===== config.mk =====
export PLATFORM = sky130hd
export DESIGN_NAME = seven_seg_scan_driver
export DESIGN_NICKNAME = d
export VERILOG_FILES = /design/src/rtl/seven_seg_scan_driver_pkg.sv /design/src/rtl/seven_seg_decoder.sv /design/src/rtl/seven_seg_scan_driver.sv
export SDC_FILE = /design/constraint.sdc
export NUM_CORES = 1
export LEC_CHECK = 0
export BUFFER_PORTS_ARGS = -buffer_cell sky130_fd_sc_hd__buf_2
export CELL_PAD_IN_SITES_DETAIL_PLACEMENT = 1
export CELL_PAD_IN_SITES_GLOBAL_PLACEMENT = 1
export CORE_MARGIN = 4
export CORE_UTILIZATION = 45
export DETAILED_ROUTE_END_ITERATION = 16
export GPL_TIMING_DRIVEN = 0
export PLACE_DENSITY = 0.76
export SETUP_SLACK_MARGIN = 0.5
export SYNTH_ARGS = -nofsm -noshare
export SYNTH_HDL_FRONTEND = slang
export SYNTH_HIERARCHICAL = 1
export SYNTH_SLANG_ARGS = --single-unit

===== constraint.sdc =====
create_clock -name clk -period 4.3 [get_ports clk]
set_input_delay 1.075 -clock clk [delete_from_list [all_inputs] [get_ports clk]]
set_output_delay 1.075 -clock clk [all_outputs]
set_load 0.03 [all_outputs]

===== src/rtl/seven_seg_scan_driver_pkg.sv =====
// Shared symbol codes and segment bit positions for the 7-segment display path.
// Segment vectors are {a,b,c,d,e,f,g} with a in bit 6.
package seven_seg_scan_driver_pkg;

  localparam logic [4:0] SYM_0     = 5'd0;
  localparam logic [4:0] SYM_1     = 5'd1;
  localparam logic [4:0] SYM_2     = 5'd2;
  localparam logic [4:0] SYM_3     = 5'd3;
  localparam logic [4:0] SYM_4     = 5'd4;
  localparam logic [4:0] SYM_5     = 5'd5;
  localparam logic [4:0] SYM_6     = 5'd6;
  localparam logic [4:0] SYM_7     = 5'd7;
  localparam logic [4:0] SYM_8     = 5'd8;
  localparam logic [4:0] SYM_9     = 5'd9;
  localparam logic [4:0] SYM_A     = 5'd10;
  localparam logic [4:0] SYM_B     = 5'd11;
  localparam logic [4:0] SYM_C     = 5'd12;
  localparam logic [4:0] SYM_D     = 5'd13;
  localparam logic [4:0] SYM_E     = 5'd14;
  localparam logic [4:0] SYM_F     = 5'd15;
  localparam logic [4:0] SYM_L     = 5'd16;
  localparam logic [4:0] SYM_N     = 5'd17;
  localparam logic [4:0] SYM_O     = 5'd18;
  localparam logic [4:0] SYM_P     = 5'd19;
  localparam logic [4:0] SYM_R     = 5'd20;
  localparam logic [4:0] SYM_U     = 5'd21;
  localparam logic [4:0] SYM_H     = 5'd22;
  localparam logic [4:0] SYM_DASH  = 5'd23;
  localparam logic [4:0] SYM_BLANK = 5'h1F;

  localparam int SEG_A = 6;
  localparam int SEG_B = 5;
  localparam int SEG_C = 4;
  localparam int SEG_D = 3;
  localparam int SEG_E = 2;
  localparam int SEG_F = 1;
  localparam int SEG_G = 0;

  localparam int NUM_DIGITS = 4;

endpackage


===== src/rtl/seven_seg_decoder.sv =====
// Combinational symbol-code to active-high {a..g} segment decoder.
// Codes 24..31 decode to blank; shared by any display consumer.
module seven_seg_decoder
  import seven_seg_scan_driver_pkg::*;
(
  input  logic [4:0] code,
  output logic [6:0] seg
);

  always_comb begin
    seg = 7'h00;
    case (code)
      SYM_0:    seg = 7'h7E;
      SYM_1:    seg = 7'h30;
      SYM_2:    seg = 7'h6D;
      SYM_3:    seg = 7'h79;
      SYM_4:    seg = 7'h33;
      SYM_5:    seg = 7'h5B;
      SYM_6:    seg = 7'h5F;
      SYM_7:    seg = 7'h70;
      SYM_8:    seg = 7'h7F;
      SYM_9:    seg = 7'h7B;
      SYM_A:    seg = 7'h77;
      SYM_B:    seg = 7'h1F;
      SYM_C:    seg = 7'h4E;
      SYM_D:    seg = 7'h3D;
      SYM_E:    seg = 7'h4F;
      SYM_F:    seg = 7'h47;
      SYM_L:    seg = 7'h0E;
      SYM_N:    seg = 7'h15;
      SYM_O:    seg = 7'h1D;
      SYM_P:    seg = 7'h67;
      SYM_R:    seg = 7'h05;
      SYM_U:    seg = 7'h1C;
      SYM_H:    seg = 7'h37;
      SYM_DASH: seg = 7'h01;
      default:  seg = 7'h00;
    endcase
  end

endmodule


===== src/rtl/seven_seg_scan_driver.sv =====
// Time-multiplexed 4-digit 7-segment scan driver with dead-time, blink and
// frame-synchronous content update (shadow applied only at frame boundary).
module seven_seg_scan_driver
  import seven_seg_scan_driver_pkg::*;
#(
  parameter int SCAN_DIV     = 50000,
  parameter int DEAD_CYCLES  = 500,
  parameter int BLINK_FRAMES = 100,
  parameter bit ACTIVE_LOW   = 1'b1
) (
  input  logic        clk,
  input  logic        rst_n,
  input  logic        load,
  input  logic [19:0] sym,
  input  logic [3:0]  dp_mask,
  input  logic [3:0]  blink_mask,
  output logic [3:0]  digit_en,
  output logic [6:0]  seg,
  output logic        dp,
  output logic        frame_start
);

  localparam int SLOT_W  = (SCAN_DIV > 1) ? $clog2(SCAN_DIV) : 1;
  localparam int FRAME_W = (BLINK_FRAMES > 1) ? $clog2(BLINK_FRAMES) : 1;

  logic [SLOT_W-1:0]  slot_cnt;
  logic [1:0]         digit_idx;
  logic [FRAME_W-1:0] frame_cnt;
  logic               blink_phase;

  logic [19:0] shadow_sym, active_sym;
  logic [3:0]  shadow_dp, shadow_blink, active_dp, active_blink;
  logic        pending;

  logic slot_wrap, frame_wrap, frame_last;

  assign slot_wrap  = (slot_cnt == SLOT_W'(SCAN_DIV - 1));
  assign frame_wrap = slot_wrap && (digit_idx == 2'd3);
  assign frame_last = (frame_cnt == FRAME_W'(BLINK_FRAMES - 1));

  always_ff @(posedge clk or negedge rst_n) begin
    if (!rst_n) begin
      slot_cnt    <= '0;
      digit_idx   <= 2'd0;
      frame_cnt   <= '0;
      blink_phase <= 1'b0;
    end else begin
      if (slot_wrap) begin
        slot_cnt  <= '0;
        digit_idx <= digit_idx + 2'd1;
      end else begin
        slot_cnt <= slot_cnt + SLOT_W'(1);
      end
      if (frame_wrap) begin
        if (frame_last) begin
          frame_cnt   <= '0;
          blink_phase <= ~blink_phase;
        end else begin
          frame_cnt <= frame_cnt + FRAME_W'(1);
        end
      end
    end
  end

  // A load coinciding with the boundary lands in shadow only; active takes the older shadow.
  always_ff @(posedge clk or negedge rst_n) begin
    if (!rst_n) begin
      shadow_sym   <= {NUM_DIGITS{SYM_BLANK}};
      shadow_dp    <= '0;
      shadow_blink <= '0;
      active_sym   <= {NUM_DIGITS{SYM_BLANK}};
      active_dp    <= '0;
      active_blink <= '0;
      pending      <= 1'b0;
    end else begin
      if (frame_wrap && pending) begin
        active_sym   <= shadow_sym;
        active_dp    <= shadow_dp;
        active_blink <= shadow_blink;
      end
      if (load) begin
        shadow_sym   <= sym;
        shadow_dp    <= dp_mask;
        shadow_blink <= blink_mask;
        pending      <= 1'b1;
      end else if (frame_wrap) begin
        pending <= 1'b0;
      end
    end
  end

  logic [4:0] cur_code;
  logic [6:0] dec_seg;
  logic       in_dead, blanked;
  logic [3:0] en_nxt;
  logic [6:0] seg_nxt;
  logic       dp_nxt, fs_nxt;

  assign cur_code = active_sym[5*digit_idx +: 5];

  seven_seg_decoder u_decoder (
    .code (cur_code),
    .seg  (dec_seg)
  );

  always_comb begin
    en_nxt  = 4'h0;
    seg_nxt = 7'h00;
    dp_nxt  = 1'b0;
    in_dead = (slot_cnt < SLOT_W'(DEAD_CYCLES));
    blanked = blink_phase && active_blink[digit_idx];
    fs_nxt  = (slot_cnt == '0) && (digit_idx == 2'd0);
    if (!in_dead) begin
      en_nxt[digit_idx] = 1'b1;
      if (!blanked) begin
        seg_nxt = dec_seg;
        dp_nxt  = active_dp[digit_idx];
      end
    end
  end

  always_ff @(posedge clk or negedge rst_n) begin
    if (!rst_n) begin
      digit_en    <= {4{ACTIVE_LOW}};
      seg         <= {7{ACTIVE_LOW}};
      dp          <= ACTIVE_LOW;
      frame_start <= 1'b0;
    end else begin
      digit_en    <= en_nxt ^ {4{ACTIVE_LOW}};
      seg         <= seg_nxt ^ {7{ACTIVE_LOW}};
      dp          <= dp_nxt ^ ACTIVE_LOW;
      frame_start <= fs_nxt;
    end
  end

endmodule


==> summary.md <==
| Metric | Value |
|---|---|
| Status | finished, final reports clean |
| Critical path class | flip-flop to flip-flop |
| Layer with the highest usage | met2 |
| Drt wl/cell | 16.5 um |
| Dpl ws | 1520 ps |
| Syn-to-layout area delta | 13.0% |
| Die area | around 0.012 sq mm |
| Antenna diodes | 0 |
| Pin count of the biggest net entering global routing | a little over 70 |
| Root buffer cell | clkbuf_8 |
| Synth Area in Simple Gates | between 10 and 15% |
| Startpoint Class | flip-flop |
| Flop2flop setup slack | 1560 ps |
| Largest family of logic cells by synthesized area | multiplexers |
| Final WL | 8.72 mm |
| Initial Utilization | 45.8% |
| Max-cap violations | 0 |
| Setup repair bufs after CTS | 0 |
| Fin util | 51.8% |
| Via density | 5.24 |
| Final worst path period need | 2740 ps |
| RSZ-0062 raised after global routing | false |
| Worst Hold End | blink_phase |
| Setup TNS | 0 ps |
| Initial antenna violation count | 0 |
| Asr flop ratio synth | 100% |
| Clock-pin slew on the worst setup and hold paths | approximately 100 ps |
| Share of layout cells above drive strength 1 | 41.8% |
| Reg-to-reg startpoint | digit_idx[0] |
| Compound-Gate Fraction of Synth Area | 4.63% |
| RePlAce Congestion | 0.816 |
| Synth Register Bits | 96 |
| CTS H-tree lvls | 3 |
| Hold-fix buffers, CTS | 0 |
| R2R cell count | 8 |
| Met3 GRT Util | roughly 3.5% |
| Synth area leader | dfstp_2 |
| Min-delay src | blink_phase |
| First-pass GRT wire length | approximately 15 mm |
| Critical Path AT | 3030 ps |
| Met1 global-route usage | 22.3% |
| Cell area after layout | 0.00504 sq mm |
| # rows | 36 |
| M2 GR Usage | 26.4% |
| Post-synth EDFFs | 0 |
| Number of buffers created by CTS | 9 |
| CP Max Fanout | 8 |
| # setup viols final | 0 |
| WP data required | 4590 ps |
| Netlist Area Pre-Place | 0.00446 sq mm |
| Resized Gates After CTS | 0 |
| Yosys cell types | 50 |
| DRC viols | 0 |
| Placed inst area | 0.00486 sq mm |
| Nets | 437 |
| RR Endpoint | seg[3] |
| Core Area | 0.00973 sq mm |
| Type of the most critical hold path | flip-flop to flip-flop |
| Worst Skew | roughly 16 ps |
| Fraction of the mapped netlist area in adder cells | around 3.9% |
| Hold-critical path depth | 1 |
| Period utilization | roughly 64% |
| Final hold slack | slightly below 500 ps |
| Sequential area share after synthesis | a little under three fifths |
| Most used flip-flop cell after synthesis | dfstp_2 |
| # clock sinks | 96 |
| DR vias | approximately 2800 |
| CTS max path bufs | 2 |
| XOR/XNOR Fraction of Synth Area | 3.14% |
| Yosys warning count | 6 |
| Final Slew Violations | 0 |
| Pleak | 2.17 nW |
| CTS tree | done |
| Final worst setup slack | about 1600 ps |
| Mux cell area share after synthesis | 19.1% |
| DRT iter0 DRCs | 73 |
| I/O Pins | 44 |
| IO Port Bufs | between 40 and 50 |
| # fillers | approximately 1000 |
| Share of Yosys cell area claimed by the top area cell type | 30.6% |
| PwrDens | 311 mW/mm^2 |
| Fmax | 365 MHz |
| Gr usage total | roughly 17% |
| Worst-margin pin slew | 661 ps |
| Synthesized net count | 383 |
| Slew headroom | 55.9% |
| Post-route ant nets | 0 |
| Die height | 108 um |
| DP HPWL | 6.42 mm |
| Final Hold Viols | 0 |
| Cell count after synthesis | 338 |
| Clk_lat worst skew | between 300 and 400 ps |
| CP endpoint kind | flip-flop |
| Synth area leaders | dfstp_2 31%, dfrtp_1 25%, mux2_2 9.3%, mux2_1 5.3%, ha_1 3.9% |
| Die X | 108 um |
| Overflow left after global routing | 0 |
| Number of global-route vias before repair | slightly below 3000 |
| Avg Cell Area, Syn | 13.2 sq um |
| Peak supply drop | just under 0.2 mV |
| DR pass1 iterations | 4 |
-- worst max-delay path, stage by stage (launching register included) --
cell and delay [ps]:
dfrtp_1 390, clkbuf_1 530, mux4_2 660, inv_1 160, ha_1 230, nor2b_1 60, or4_4 470, o211ai_2 80
nand2_1 70
-- layout make-up --
cell class	count	area [sq um]	share of cell area, %
inverter	10	37.5	0.745
timing repair buffer	43	240	4.77
tap	133	166	3.30
sequential	96	2470	49.0
multi-input combinational	217	1860	36.9
clock inverter	4	28.8	0.571
clock buffer	12	145	2.88
buffer	15	93.8	1.86
-- power breakdown --
part	switching (W)	total, W	internal, W
logic	0.0000337	0.0000698	0.0000361
clock network	0.000311	0.000540	0.000229
registers	0.0000127	0.000957	0.000944
total	0.000357	0.00157	0.00121
-- cells in the mapped netlist (all sizes together), types with 2 or more instances --
master,instances
buf,9
and3,5
o21a,2
and2,2
or3,3
ha,14
or4,3
xor2,11
nor2b,4
mux4,7
nand2,24
nand3,8
a21oi,5
inv,10
o21ai,6
dfrtp,44
nor3,3
nand4,6
a21o,3
xnor2,5
mux2,58
clkbuf,6
mux2i,4
or4b,2
dfstp,52
o32ai,3
and4,2
nor4,2
o211ai,3
nor2,15
nand2b,5
-- stage by stage --
step           power (W)  instances
6_report         0.00157        530
4_1_cts          0.00160        530
3_5_place_dp     0.00105        514
2_1_floorplan    0.00100        338
5_1_grt          0.00165        530
3_3_place_gp     0.00104        513
-- sequential cells by signal, indices dropped and copies added, names as in the netlist, 2 cells and up --
signal and count:
active_sym 20, shadow_sym 20, slot_cnt 16, frame_cnt 7, seg 7, active_blink 4, active_dp 4, digit_en 4
shadow_blink 4, shadow_dp 4, digit_idx 2
-- cells in the final DEF (no fill, tap or decap), types with 4 or more instances in the layout --
cell type / Yosys / final
dfrtp_1: 44 / 44
ha_1: 14 / 14
dfstp_2: 52 / 52
clkbuf_8: 0 / 10
buf_6: 4 / 4
nand2_1: 24 / 24
xor2_1: 11 / 11
buf_2: 3 / 44
nand2b_1: 5 / 5
nand4_1: 6 / 6
nor2_1: 15 / 15
mux4_2: 7 / 7
nor2b_1: 4 / 4
clkbuf_1: 6 / 8
nand3_1: 8 / 8
a21oi_1: 5 / 5
mux2_1: 21 / 21
xnor2_1: 5 / 5
mux2i_1: 4 / 4
inv_1: 10 / 10
and3_1: 5 / 5
mux2_2: 37 / 37
o21ai_0: 5 / 5
-- how the worst max path moves through the flow --
stage / endpoint / slack, ps / cells past startpoint / startpoint
global placement: shadow_blink[2] / 1240 / 1 / rst_n
finish: seg[3] / 1560 / 8 / digit_idx[0]
floorplan: seg[3] / 1890 / 8 / digit_idx[0]
detailed placement: seg[3] / 1520 / 8 / digit_idx[0]
CTS: seg[3] / 1500 / 8 / digit_idx[0]
global route: seg[5] / 1330 / 8 / digit_idx[0]
-- kinds of logic (layout without fill, tap and decap cells) --
logic type,after synthesis,after routing
DFF,96,96
and+or+nand+nor,89,89
muxes,69,69
AOI/OAI and AO/OA,29,29
buffers and inverters,25,84
xor gates and xnor gates,16,16
adders and majority gates,14,14
-- layer usage --
metal  share of wire [%]  up-vias  wire (um)
li1                    -     1308          -
met1                  46     1412       4020
met2                  49       44       4250
met3                 3.4       12        299
met4                 1.8        0        156
met5                   0        -          0
Power figures use the tool's default switching activity.
